### src/rtl/pcpi_issue_ctrl.sv
// Core-side PCPI issue controller: launches one instruction to the responders and returns its
// result, or flags it illegal when no responder claims it. Optional macro: PCPI_CYCLE_COUNT_EN.
module pcpi_issue_ctrl #(
    parameter int unsigned TIMEOUT = 16
) (
    input  logic        clk,
    input  logic        reset,

    input  logic        req_valid,
    output logic        req_ready,
    input  logic [31:0] req_insn,
    input  logic [31:0] req_rs1,
    input  logic [31:0] req_rs2,

    output logic        pcpi_valid,
    output logic [31:0] pcpi_insn,
    output logic [31:0] pcpi_rs1,
    output logic [31:0] pcpi_rs2,
    input  logic        pcpi_wr,
    input  logic [31:0] pcpi_rd,
    input  logic        pcpi_wait,
    input  logic        pcpi_ready,

    output logic        rsp_valid,
    input  logic        rsp_ready,
    output logic        rsp_wr,
    output logic [31:0] rsp_rd,
`ifdef PCPI_CYCLE_COUNT_EN
    output logic [15:0] rsp_cycles,
`endif
    output logic        rsp_illegal
);

    typedef enum logic [1:0] {
        StIdle,
        StIssue,
        StWait,
        StResp
    } state_e;

    localparam logic [7:0] TimeoutCnt = 8'(TIMEOUT);

    state_e      state_q, state_d;
    logic [7:0]  cnt_q, cnt_d;
    logic [31:0] insn_q, insn_d;
    logic [31:0] rs1_q, rs1_d;
    logic [31:0] rs2_q, rs2_d;
    logic        rsp_wr_q, rsp_wr_d;
    logic [31:0] rsp_rd_q, rsp_rd_d;
    logic        illegal_q, illegal_d;
    logic        active;

    assign active = (state_q == StIssue) || (state_q == StWait);

    always_comb begin
        state_d   = state_q;
        cnt_d     = cnt_q;
        insn_d    = insn_q;
        rs1_d     = rs1_q;
        rs2_d     = rs2_q;
        rsp_wr_d  = rsp_wr_q;
        rsp_rd_d  = rsp_rd_q;
        illegal_d = illegal_q;

        unique case (state_q)
            StIdle: begin
                if (req_valid) begin
                    insn_d  = req_insn;
                    rs1_d   = req_rs1;
                    rs2_d   = req_rs2;
                    cnt_d   = 8'd1;
                    state_d = StIssue;
                end
            end
            // Ready beats wait beats timeout, so a ready on the timeout edge completes normally.
            StIssue: begin
                if (pcpi_ready) begin
                    rsp_wr_d  = pcpi_wr;
                    rsp_rd_d  = pcpi_rd;
                    illegal_d = 1'b0;
                    state_d   = StResp;
                end else if (pcpi_wait) begin
                    state_d = StWait;
                end else if (cnt_q == TimeoutCnt) begin
                    rsp_wr_d  = 1'b0;
                    rsp_rd_d  = 32'h0;
                    illegal_d = 1'b1;
                    state_d   = StResp;
                end else begin
                    cnt_d = cnt_q + 8'd1;
                end
            end
            // Once claimed the responder may take arbitrarily long; wait may also drop early.
            StWait: begin
                if (pcpi_ready) begin
                    rsp_wr_d  = pcpi_wr;
                    rsp_rd_d  = pcpi_rd;
                    illegal_d = 1'b0;
                    state_d   = StResp;
                end
            end
            StResp: begin
                if (rsp_ready) begin
                    state_d = StIdle;
                end
            end
            default: state_d = StIdle;
        endcase
    end

    always_ff @(posedge clk) begin
        if (reset) begin
            state_q   <= StIdle;
            cnt_q     <= 8'd0;
            insn_q    <= 32'h0;
            rs1_q     <= 32'h0;
            rs2_q     <= 32'h0;
            rsp_wr_q  <= 1'b0;
            rsp_rd_q  <= 32'h0;
            illegal_q <= 1'b0;
        end else begin
            state_q   <= state_d;
            cnt_q     <= cnt_d;
            insn_q    <= insn_d;
            rs1_q     <= rs1_d;
            rs2_q     <= rs2_d;
            rsp_wr_q  <= rsp_wr_d;
            rsp_rd_q  <= rsp_rd_d;
            illegal_q <= illegal_d;
        end
    end

`ifdef PCPI_CYCLE_COUNT_EN
    logic [15:0] cyc_q, cyc_d;

    always_comb begin
        cyc_d = cyc_q;
        if (state_q == StIdle && req_valid) begin
            cyc_d = 16'd0;
        end else if (active && cyc_q != 16'hFFFF) begin
            cyc_d = cyc_q + 16'd1;
        end
    end

    always_ff @(posedge clk) begin
        if (reset) begin
            cyc_q <= 16'd0;
        end else begin
            cyc_q <= cyc_d;
        end
    end

    assign rsp_cycles = cyc_q;
`endif

    assign req_ready   = (state_q == StIdle);
    assign pcpi_valid  = active;
    assign pcpi_insn   = insn_q;
    assign pcpi_rs1    = rs1_q;
    assign pcpi_rs2    = rs2_q;
    assign rsp_valid   = (state_q == StResp);
    assign rsp_wr      = rsp_wr_q;
    assign rsp_rd      = rsp_rd_q;
    assign rsp_illegal = illegal_q;

endmodule

### config.mk
export PLATFORM = sky130hd
export DESIGN_NAME = pcpi_issue_ctrl
export DESIGN_NICKNAME = d
export VERILOG_FILES = /design/src/rtl/pcpi_issue_ctrl.sv
export SDC_FILE = /design/constraint.sdc
export NUM_CORES = 1
export LEC_CHECK = 0
export ABC_AREA = 0
export BUFFER_PORTS_ARGS = -buffer_cell sky130_fd_sc_hd__clkbuf_2
export CORE_ASPECT_RATIO = 0.9
export CORE_MARGIN = 1
export CORE_UTILIZATION = 40
export CTS_CLUSTER_SIZE = 28
export DETAILED_ROUTE_END_ITERATION = 10
export PLACE_DENSITY = 0.77
export SLEW_MARGIN = 30
export SYNTH_ARGS = -nofsm -noshare
export SYNTH_HDL_FRONTEND = slang
export SYNTH_SLANG_ARGS = --single-unit
### constraint.sdc
create_clock -name clk -period 3.3 [get_ports clk]
set_input_delay 0.66 -clock clk [delete_from_list [all_inputs] [get_ports clk]]
set_output_delay 0.66 -clock clk [all_outputs]
set_load 0.1 [all_outputs]
==> reports/qor.yml, run 1 <==
status: "completed"
fin_tns_setup_ns: 0
p_comb_share_pct: 50.1
syn_to_final_growth_pct: 38.6
hpwlAfterDp_um: 10100
critPathLaunchType: "flip-flop"
first_pass_iters: 5
cts_resized: 0
postCtsHoldBufs: 0
diodes: 0
grt_pass1_wl_um: 23000
fillCellCount: 1190
maxSlewHeadroom_pct: 56.2
ys_seq_elements: 140
synth_common_cells: "nand2_1 (230), dfxtp_1 (140), a21oi_1 (133)"
drc_errors: 0
synth-main-ff-cell: "dfxtp_1"
layout-drive-gt1-share_pct: 34.6
crit_fanout: 5
dieArea_um2: 13700
syn_nets: 795
tritoncts: "yes"
cts_buffers: 17
drt_iter0_markers: 280
setup_violations: 0
die_width_um: 123
hold_class: "reg2reg"
slew_viol_final: 0
grt_setup_unrepaired: "false"
synth_area_per_cell_um2: 8.08
sw_frac_of_total_pct: 53.1
clock-sinks: 140
required_ns: 2.64
crit_type: "reg2out"
seq_area_frac_synth_pct: 53.1
critPathBufInv: 2
cpLargestDelayFamily: "buffers and inverters"
grt_overflow_total: 0
ys_top_cells_by_area: "dfxtp_1 (53%), nand2_1 (16%), a21oi_1 (13%)"
yosys.area.top_type_share_pct: 53.1
synth_area_um2: 5280
gr-usage-all-layers_pct: 21.7
tightestPinTransition_ns: 0.657
power.density_nw_per_um2: 1120
gp_congestion: 0.798
p_int_mw: 3.83
hold_viol: 0
die_h_um: 111
cts_buffer_depth: 2
nets: 1042
ant_nets: 0
crit_slowest_cell: "clkbuf_2"
start_util_pct: 41.3
htree_levels: 4
postCtsSetupRepairBufs: 0
grt_pass1_vias: 4767
ys_types: 34
drt-total-wl_um: 14700
yosysTopAreaCell: "dfxtp_1"
worstSetupEndpointType: "primary output"
cpPeakStageDelay_ns: 0.47
via_count: 5331
period_share_pct: 72.4
fin_cells: 1077
core_um2: 12800
path_cells: "inv_1 -> ha_1 -> clkbuf_2"
synth.most_common_cell: "nand2_1"
portBuffers: 267
wire_per_inst_um: 13.6
worstPathArrival_ns: 1.73
seq_power_share_pct: 27.1
max_cap_violations: 0
grt_start_max_net_pins: 89
placementRows: 39
holdWs_ns: 0.451
viasPerCell: 4.95
root_buffer: "clkbuf_16"
p_leak_nw: 3.30
path_clk_slew_ns: 0.06
synth_edf_count: 0
async_flop_share_pct: 0
ir_drop_mv: 0.584
fin_util_pct: 57.2
dpl.cell_count: 1045
p_sw_mw: 4.34
clockPowerShare_pct: 22.7
max_freq_mhz: 419
antenna_found_initial: 0
clkLatencyLatePin_ns: 0.42
syn_inst: 653
clock_skew_ns: 0.00788
period_needed_ns: 2.39
yosysWarnings: 0
ios: 268
[cell type report]
type | count | area (µm²) | share of cell area [%]
timing repair buffer | 274 | 1430 | 19.5
inverter | 11 | 41.3 | 0.564
clock inverter | 14 | 144 | 1.97
clock buffer | 18 | 429 | 5.87
tap | 164 | 205 | 2.81
multi-input combinational | 456 | 2260 | 30.9
sequential | 140 | 2800 | 38.3
[stage by stage]
step           setup slack, ns  cell area (µm²)  total power, mW
2_1_floorplan            0.930             5280             5.65
3_3_place_gp              1.21             6740             6.33
3_5_place_dp              1.16             6740             6.35
4_1_cts                  0.892             7310             8.22
5_1_grt                  0.831             7310             8.55
6_report                 0.911             7310             8.17
[power by group through the flow]
stage / registers (mW) / clock network, mW / logic (mW)
after CTS: 2.22 / 1.89 / 4.11
final: 2.22 / 1.86 / 4.09
after floorplan: 4.46 / 0 / 1.18
after global routing: 2.27 / 1.98 / 4.30
after detailed placement: 2.25 / 0 / 4.10
after global placement: 2.24 / 0 / 4.09
[flip-flops by register name, summed over array words and instances, names as in the netlist]
name,cells
pcpi_rs2,32
pcpi_insn,32
cnt_q,8
rsp_wr,1
rsp_rd,32
pcpi_rs1,32
rsp_illegal,1
state_q,2
[metal layers]
layer	vias to the layer above	wire, µm	global-route usage, %
met5	-	0	0
met4	0	421	11.2
met3	33	1100	6.38
met2	198	7010	35.9
met1	2411	6150	25.2
li1	2689	-	-
[cells in the final DEF (no fill, tap or decap), types with 3 or more instances in the layout]
cell type	instances
a21oi_1	133
a22oi_1	33
a31oi_1	7
buf_12	3
buf_4	5
clkbuf_16	17
clkbuf_2	266
clkinv_2	5
dfxtp_1	140
ha_1	7
inv_1	10
inv_6	3
mux2i_1	3
nand2_1	229
nand2b_1	5
nand3_1	7
nor2_1	5
o22ai_1	3
[final timing paths]
path                        to  cells after the start    startpoint  slack (ns)
setup / recovery    pcpi_valid                      3    state_q[1]        0.91
hold / removal    pcpi_rs1[18]                      2  pcpi_rs1[18]        0.45
setup reg to reg    rsp_rd[25]                      7    state_q[1]        1.27
hold reg to reg   pcpi_rs1[18]                      2  pcpi_rs1[18]        0.45
[tightest hold or removal path, delay by kind of cell, from the launching register on]
| kind | cells | cell delay (ns) |
|---|---|---|
| compound gates | 1 | 0.05 |
| flops | 1 | 0.31 |
| simple gates | 1 | 0.05 |
[logic make-up after synthesis]
| group | after synthesis | synth area share, % |
|---|---|---|
| and+or+nand+nor | 259 | 19.7 |
| buffers and inverters | 57 | 4.27 |
| DFF | 140 | 53.1 |
| AOI/OAI and AO/OA | 187 | 20.7 |
| adders and majority gates | 7 | 1.66 |
| muxes | 3 | 0.569 |
(Power assumes the default switching activity.)
==> run 2, diff against run 1 <==
Settings changed: ABC_AREA 0 to 1, PLACE_DENSITY 0.77 to 0.76.
Clock period 3.3 ns to 2.4 ns, I/O delays scaled along.
==> reports/qor.yml, run 2 <==
status: "completed"
slew_viol_final: 0  # unchanged
postCtsHoldBufs: 0  # unchanged
cts_buffers: 17  # unchanged
yosysTopAreaCell: "dfxtp_1"
clkLatencyLatePin_ns: 0.42  # about the same
yosysWarnings: 0  # unchanged
r2r_slack_ns: 0.46  # -0.81 ns
cp.depth: 3  # unchanged
clock-sinks: 140  # unchanged
final_area_um2: 7640  # +4.4%
synth-main-ff-cell: "dfxtp_1"
grt_pass1_wl_um: 22300  # -2.9%
syn_to_final_growth_pct: 38.3
cpLargestDelayFamily: "buffers and inverters"
seq_area_um2: 2800  # unchanged
gr-usage-all-layers_pct: 19.5  # -2.2 points
multi_input_area_um2: 2280  # +0.77%
clock_skew_ns: 0.00920  # +0.00132 ns
tritoncts: "yes"
r2r-end: "cnt_q[6]"
critPathLaunchType: "flip-flop"
critPathBufInv: 2  # unchanged
hold_class: "in2reg"
ys_types: 23  # -32%
grt_start_max_net_pins: 97  # +9.0%
period_share_pct: 93.5
syn_nets: 904  # +14%
required_ns: 1.92  # -0.72 ns
first_pass_iters: 4  # -1
via_count: 5400  # +1.3%
gp_congestion: 0.885  # +11%
grt_setup_unrepaired: "false"
nets: 1152  # +11%
wire_per_inst_um: 11.7  # -14%
cts_resized: 0  # unchanged
path_cells: "inv_1 -> ha_1 -> clkbuf_2"
setup_violations: 0  # unchanged
mostFrequentLayoutCells: "clkbuf_2 (267), nor2_1 (247), dfxtp_1 (140), nand2_1 (101), o21ai_0 (100)"
synth_area_per_cell_um2: 7.25  # -10%
layout-drive-gt1-share_pct: 31.5  # -3.1 points
postCtsSetupRepairBufs: 0  # unchanged
synth_edf_count: 0  # unchanged
hpwlAfterDp_um: 9650  # -4.5%
final_common_cell: "clkbuf_2"
antenna_found_initial: 0  # unchanged
pre_cts_ws_ns: 0.470  # -0.689 ns
postPlaceCellArea_um2: 6980  # +3.5%
reg2reg_from: "state_q[0]"
period_needed_ns: 2.24
fin_tns_setup_ns: 0  # unchanged
drt_iter0_markers: 264  # -5.7%
crit_fanout: 5  # unchanged
ios: 268  # unchanged
dieArea_um2: 14300  # +4.5%
holdPathStages: 3  # +1
viasPerCell: 4.54  # -8.2%
maxSlewHeadroom_pct: 61.9  # +5.7 points
async_flop_share_pct: 0  # unchanged
grt_pass1_vias: 4843  # +1.6%
cts_buffer_depth: 2  # unchanged
synth_area_um2: 5520  # +4.6%
synth.most_common_cell: "nor2_1"
crit_type: "reg2out"
hold_viol: 0  # unchanged
drc_errors: 0  # unchanged
seq_area_frac_synth_pct: 50.8  # -2.3 points
diodes: 0  # unchanged
max_freq_mhz: 446
max_cap_violations: 0  # unchanged
worstSetupEndpointType: "primary output"
cpPeakStageDelay_ns: 0.48  # about the same
ant_nets: 0  # unchanged
worstPathArrival_ns: 1.76  # +0.03 ns
drt-total-wl_um: 14000  # -4.9%
fillCellCount: 1304  # +9.6%
synth_common_cells: "nor2_1 (247), dfxtp_1 (140), nand2_1 (102)"
die_h_um: 113  # +2.2%
root_buffer: "clkbuf_16"
portBuffers: 267  # unchanged
die_width_um: 126  # +2.2%
ys_top_cells_by_area: "dfxtp_1 (51%), nor2_1 (17%), o21ai_0 (9.1%)"
grt_overflow_total: 0  # unchanged
syn_inst: 762  # +17%
htree_levels: 4  # unchanged
crit_end: "pcpi_valid"
ff2ff_path_depth: 8  # +1
start_util_pct: 41.2  # -0.12 points
core_um2: 13400  # +4.9%
yosys.area.top_type_share_pct: 50.8  # -2.3 points
tightestPinTransition_ns: 0.574  # -0.0829 ns
path_clk_slew_ns: 0.06  # about the same
fin_ws_ns: 0.156  # -0.755 ns
placementRows: 40  # +2.6%
ys_seq_elements: 140  # unchanged
crit_slowest_cell: "clkbuf_2"
crit_path_start: "state_q[0]"
==> run 2: how the worst min path moves through the flow <==
| stage | end | start | slack [ns] |
|---|---|---|---|
| global route | rsp_rd[28] | pcpi_rd[28] | 0.28 |
| detailed placement | rsp_illegal | rsp_illegal | 0.46 |
| floorplan | cnt_q[4] | cnt_q[4] | 0.47 |
| finish | rsp_rd[31] | pcpi_rd[31] | 0.29 |
| global placement | pcpi_rs2[20] | pcpi_rs2[20] | 0.46 |
| CTS | rsp_rd[11] | pcpi_rd[11] | 0.27 |
==> run 2: worst reg2reg max path, stage by stage (launching register included) <==
cell	delay, ns
dfxtp_1	0.39
inv_1	0.11
ha_1	0.28
inv_1	0.08
nor2_1	0.05
inv_1	0.16
nand4_1	0.40
o21ai_0	0.32
nor2_1	0.06
==> run 2: per-layer routing <==
layer,global-route usage [%],vias to the layer above,part of all wire (%),wire length (µm)
met1,21.7,2332,43,5960
met5,0,-,0,0
li1,-,2880,-,-
met2,32.5,163,47,6580
met3,8.68,25,8.0,1120
met4,8.51,0,2.1,299
==> run 2: stage by stage <==
| stage | hold slack (ns) | utilization [%] | instances |
|---|---|---|---|
| after global routing | 0.278 | 56.9 | 1189 |
| after global placement | 0.461 | 52.0 | 1159 |
| after floorplan | 0.474 | - | 762 |
| final | 0.292 | 56.9 | 1189 |
| after CTS | 0.271 | 56.9 | 1189 |
| after detailed placement | 0.456 | 52.0 | 1159 |
==> run 2: cell type report <==
type,count,area share (%)
flip-flops and latches,140,36.7
multi-input cells,520,29.9
repair buffers,275,19.3
clock buffers,19,5.80
clock inverters,11,2.85
inverters,56,2.77
well taps,168,2.75
==> run 2: cell families after synthesis <==
logic type	synth area share (%)
buffers and inverters	7.98
AND/OR/NAND/NOR	25.4
XOR/XNOR	0.159
AO/OA/AOI/OAI	14.1
adder cells (fa/ha/maj)	1.59
flip-flops	50.8
Power of run 2 is not shown: default switching activity piles up to over one toggle a cycle in this logic, so the estimate is an artifact.
==> run 3, diff against run 2 <==
Settings changed: BUFFER_PORTS_ARGS -buffer_cell sky130_fd_sc_hd__clkbuf_2 to default, DONT_BUFFER_PORTS from default to 1, PLACE_DENSITY 0.76 to 0.59.
==> reports/qor.yml, run 3 (synthesis results as in run 2) <==
period_share_pct: 86.8  # -6.7 points
syn_to_final_growth_pct: 30.7
status: "completed"
grt_pass1_vias: 4743  # -2.1%
postCtsHoldBufs: 0  # unchanged
wire_per_inst_um: 13.5  # +15%
r2r_slack_ns: 0.42  # -0.04 ns
hold_viol: 0  # unchanged
fin_tns_setup_ns: 0  # unchanged
fillCellCount: 1254  # -3.8%
gp_congestion: 0.853  # -3.6%
die_h_um: 113  # unchanged
mostFrequentLayoutCells: "nor2_1 (247), dfxtp_1 (140), buf_4 (138), nand2_1 (101), o21ai_0 (100)"
nets: 1019  # -12%
gr-usage-all-layers_pct: 20.4  # +0.85 points
first_pass_iters: 4  # unchanged
grt_overflow_total: 0  # unchanged
clkLatencyLatePin_ns: 0.41  # about the same
cts_buffer_depth: 2  # unchanged
tritoncts: "yes"
grt_setup_unrepaired: "false"
dieArea_um2: 14300  # unchanged
cts_resized: 0  # unchanged
drc_errors: 0  # unchanged
grt_pass1_wl_um: 22800  # +2.4%
slew_viol_final: 0  # unchanged
cts_buffers: 17  # unchanged
hold_class: "in2reg"
required_ns: 1.92  # about the same
final_common_cell: "nor2_1"
crit_path_start: "state_q[0]"
tightestPinTransition_ns: 0.527  # -0.0466 ns
path_clk_slew_ns: 0.06  # about the same
crit_type: "reg2out"
min_from: "reset"
via_count: 5022  # -7.0%
viasPerCell: 4.75  # +4.5%
period_needed_ns: 2.08  # -0.161 ns
clock-sinks: 140  # unchanged
ant_nets: 0  # unchanged
drt_iter0_markers: 298  # +13%
portBuffers: 0  # -100%
start_util_pct: 41.2  # unchanged
htree_levels: 4  # unchanged
max_freq_mhz: 480  # +7.7%
clock_skew_ns: 0.00646  # -0.00274 ns
maxSlewHeadroom_pct: 64.8  # +2.9 points
crit_fanout: 5  # unchanged
worstSetupEndpointType: "primary output"
root_buffer: "clkbuf_16"
layout-drive-gt1-share_pct: 21.3  # -10 points
antenna_found_initial: 1  # +1
max_cap_violations: 0  # unchanged
ios: 268  # unchanged
grt_start_max_net_pins: 68  # -30%
core_um2: 13400  # unchanged
drt-total-wl_um: 14300  # +2.5%
die_width_um: 126  # unchanged
postCtsSetupRepairBufs: 0  # unchanged
reg2reg_from: "state_q[1]"
placementRows: 40  # unchanged
setup_violations: 0  # unchanged
worstPathArrival_ns: 1.60  # -0.16 ns
critPathLaunchType: "flip-flop"
hpwlAfterDp_um: 10300  # +6.5%
[run 3: changes by cell type in the layout (fill, tap and decap cells not counted), moves of 2 or more]
cell,previous run,this run
clkinv_2,2,4
buf_4,2,138
buf_12,6,4
clkbuf_2,267,0
bufinv_16,6,3
[run 3: layer usage]
| metal | vias to the layer above | share of wire, % | global-route usage (%) |
|---|---|---|---|
| met2 | 159 | 51 | 35.1 |
| li1 | 2604 | - | - |
| met5 | - | 0 | 0 |
| met3 | 18 | 8.2 | 8.77 |
| met4 | 0 | 1.5 | 8.84 |
| met1 | 2241 | 39 | 21.9 |
[run 3: worst paths after layout]
kind | cells past startpoint | endpoint
min | 1 | cnt_q[3]
max reg2reg | 10 | rsp_rd[13]
max | 3 | pcpi_valid
min reg2reg | 2 | pcpi_insn[31]
[run 3: cell type report]
class                   count  area [µm²]  area share (%)
multi-input cells         520        2280            31.6
clock inverters            11         145            2.01
diodes                      1        2.50          0.0347
well taps                 168         210            2.91
inverters                  56         211            2.93
clock buffers              20         447            6.19
flip-flops and latches    140        2800            38.8
repair buffers            142        1120            15.5
[run 3: metrics by stage]
stage	util, %	worst slack, ns	hold slack (ns)	cell area [µm²]	instances
final	53.8	0.316	0.137	7220	1058
after detailed placement	49.4	0.450	0.477	6620	1026
after CTS	53.8	0.311	0.114	7210	1057
after global placement	49.4	0.565	0.469	6620	1026
after global routing	53.8	0.206	0.106	7220	1058
after floorplan	-	0.0456	0.474	5520	762
[run 3: critical path: stages (launching register included)]
cell and delay [ns]:
dfxtp_1 0.40, inv_1 0.12, ha_1 0.35, buf_4 0.32
Power of run 3 is left out for the same reason.
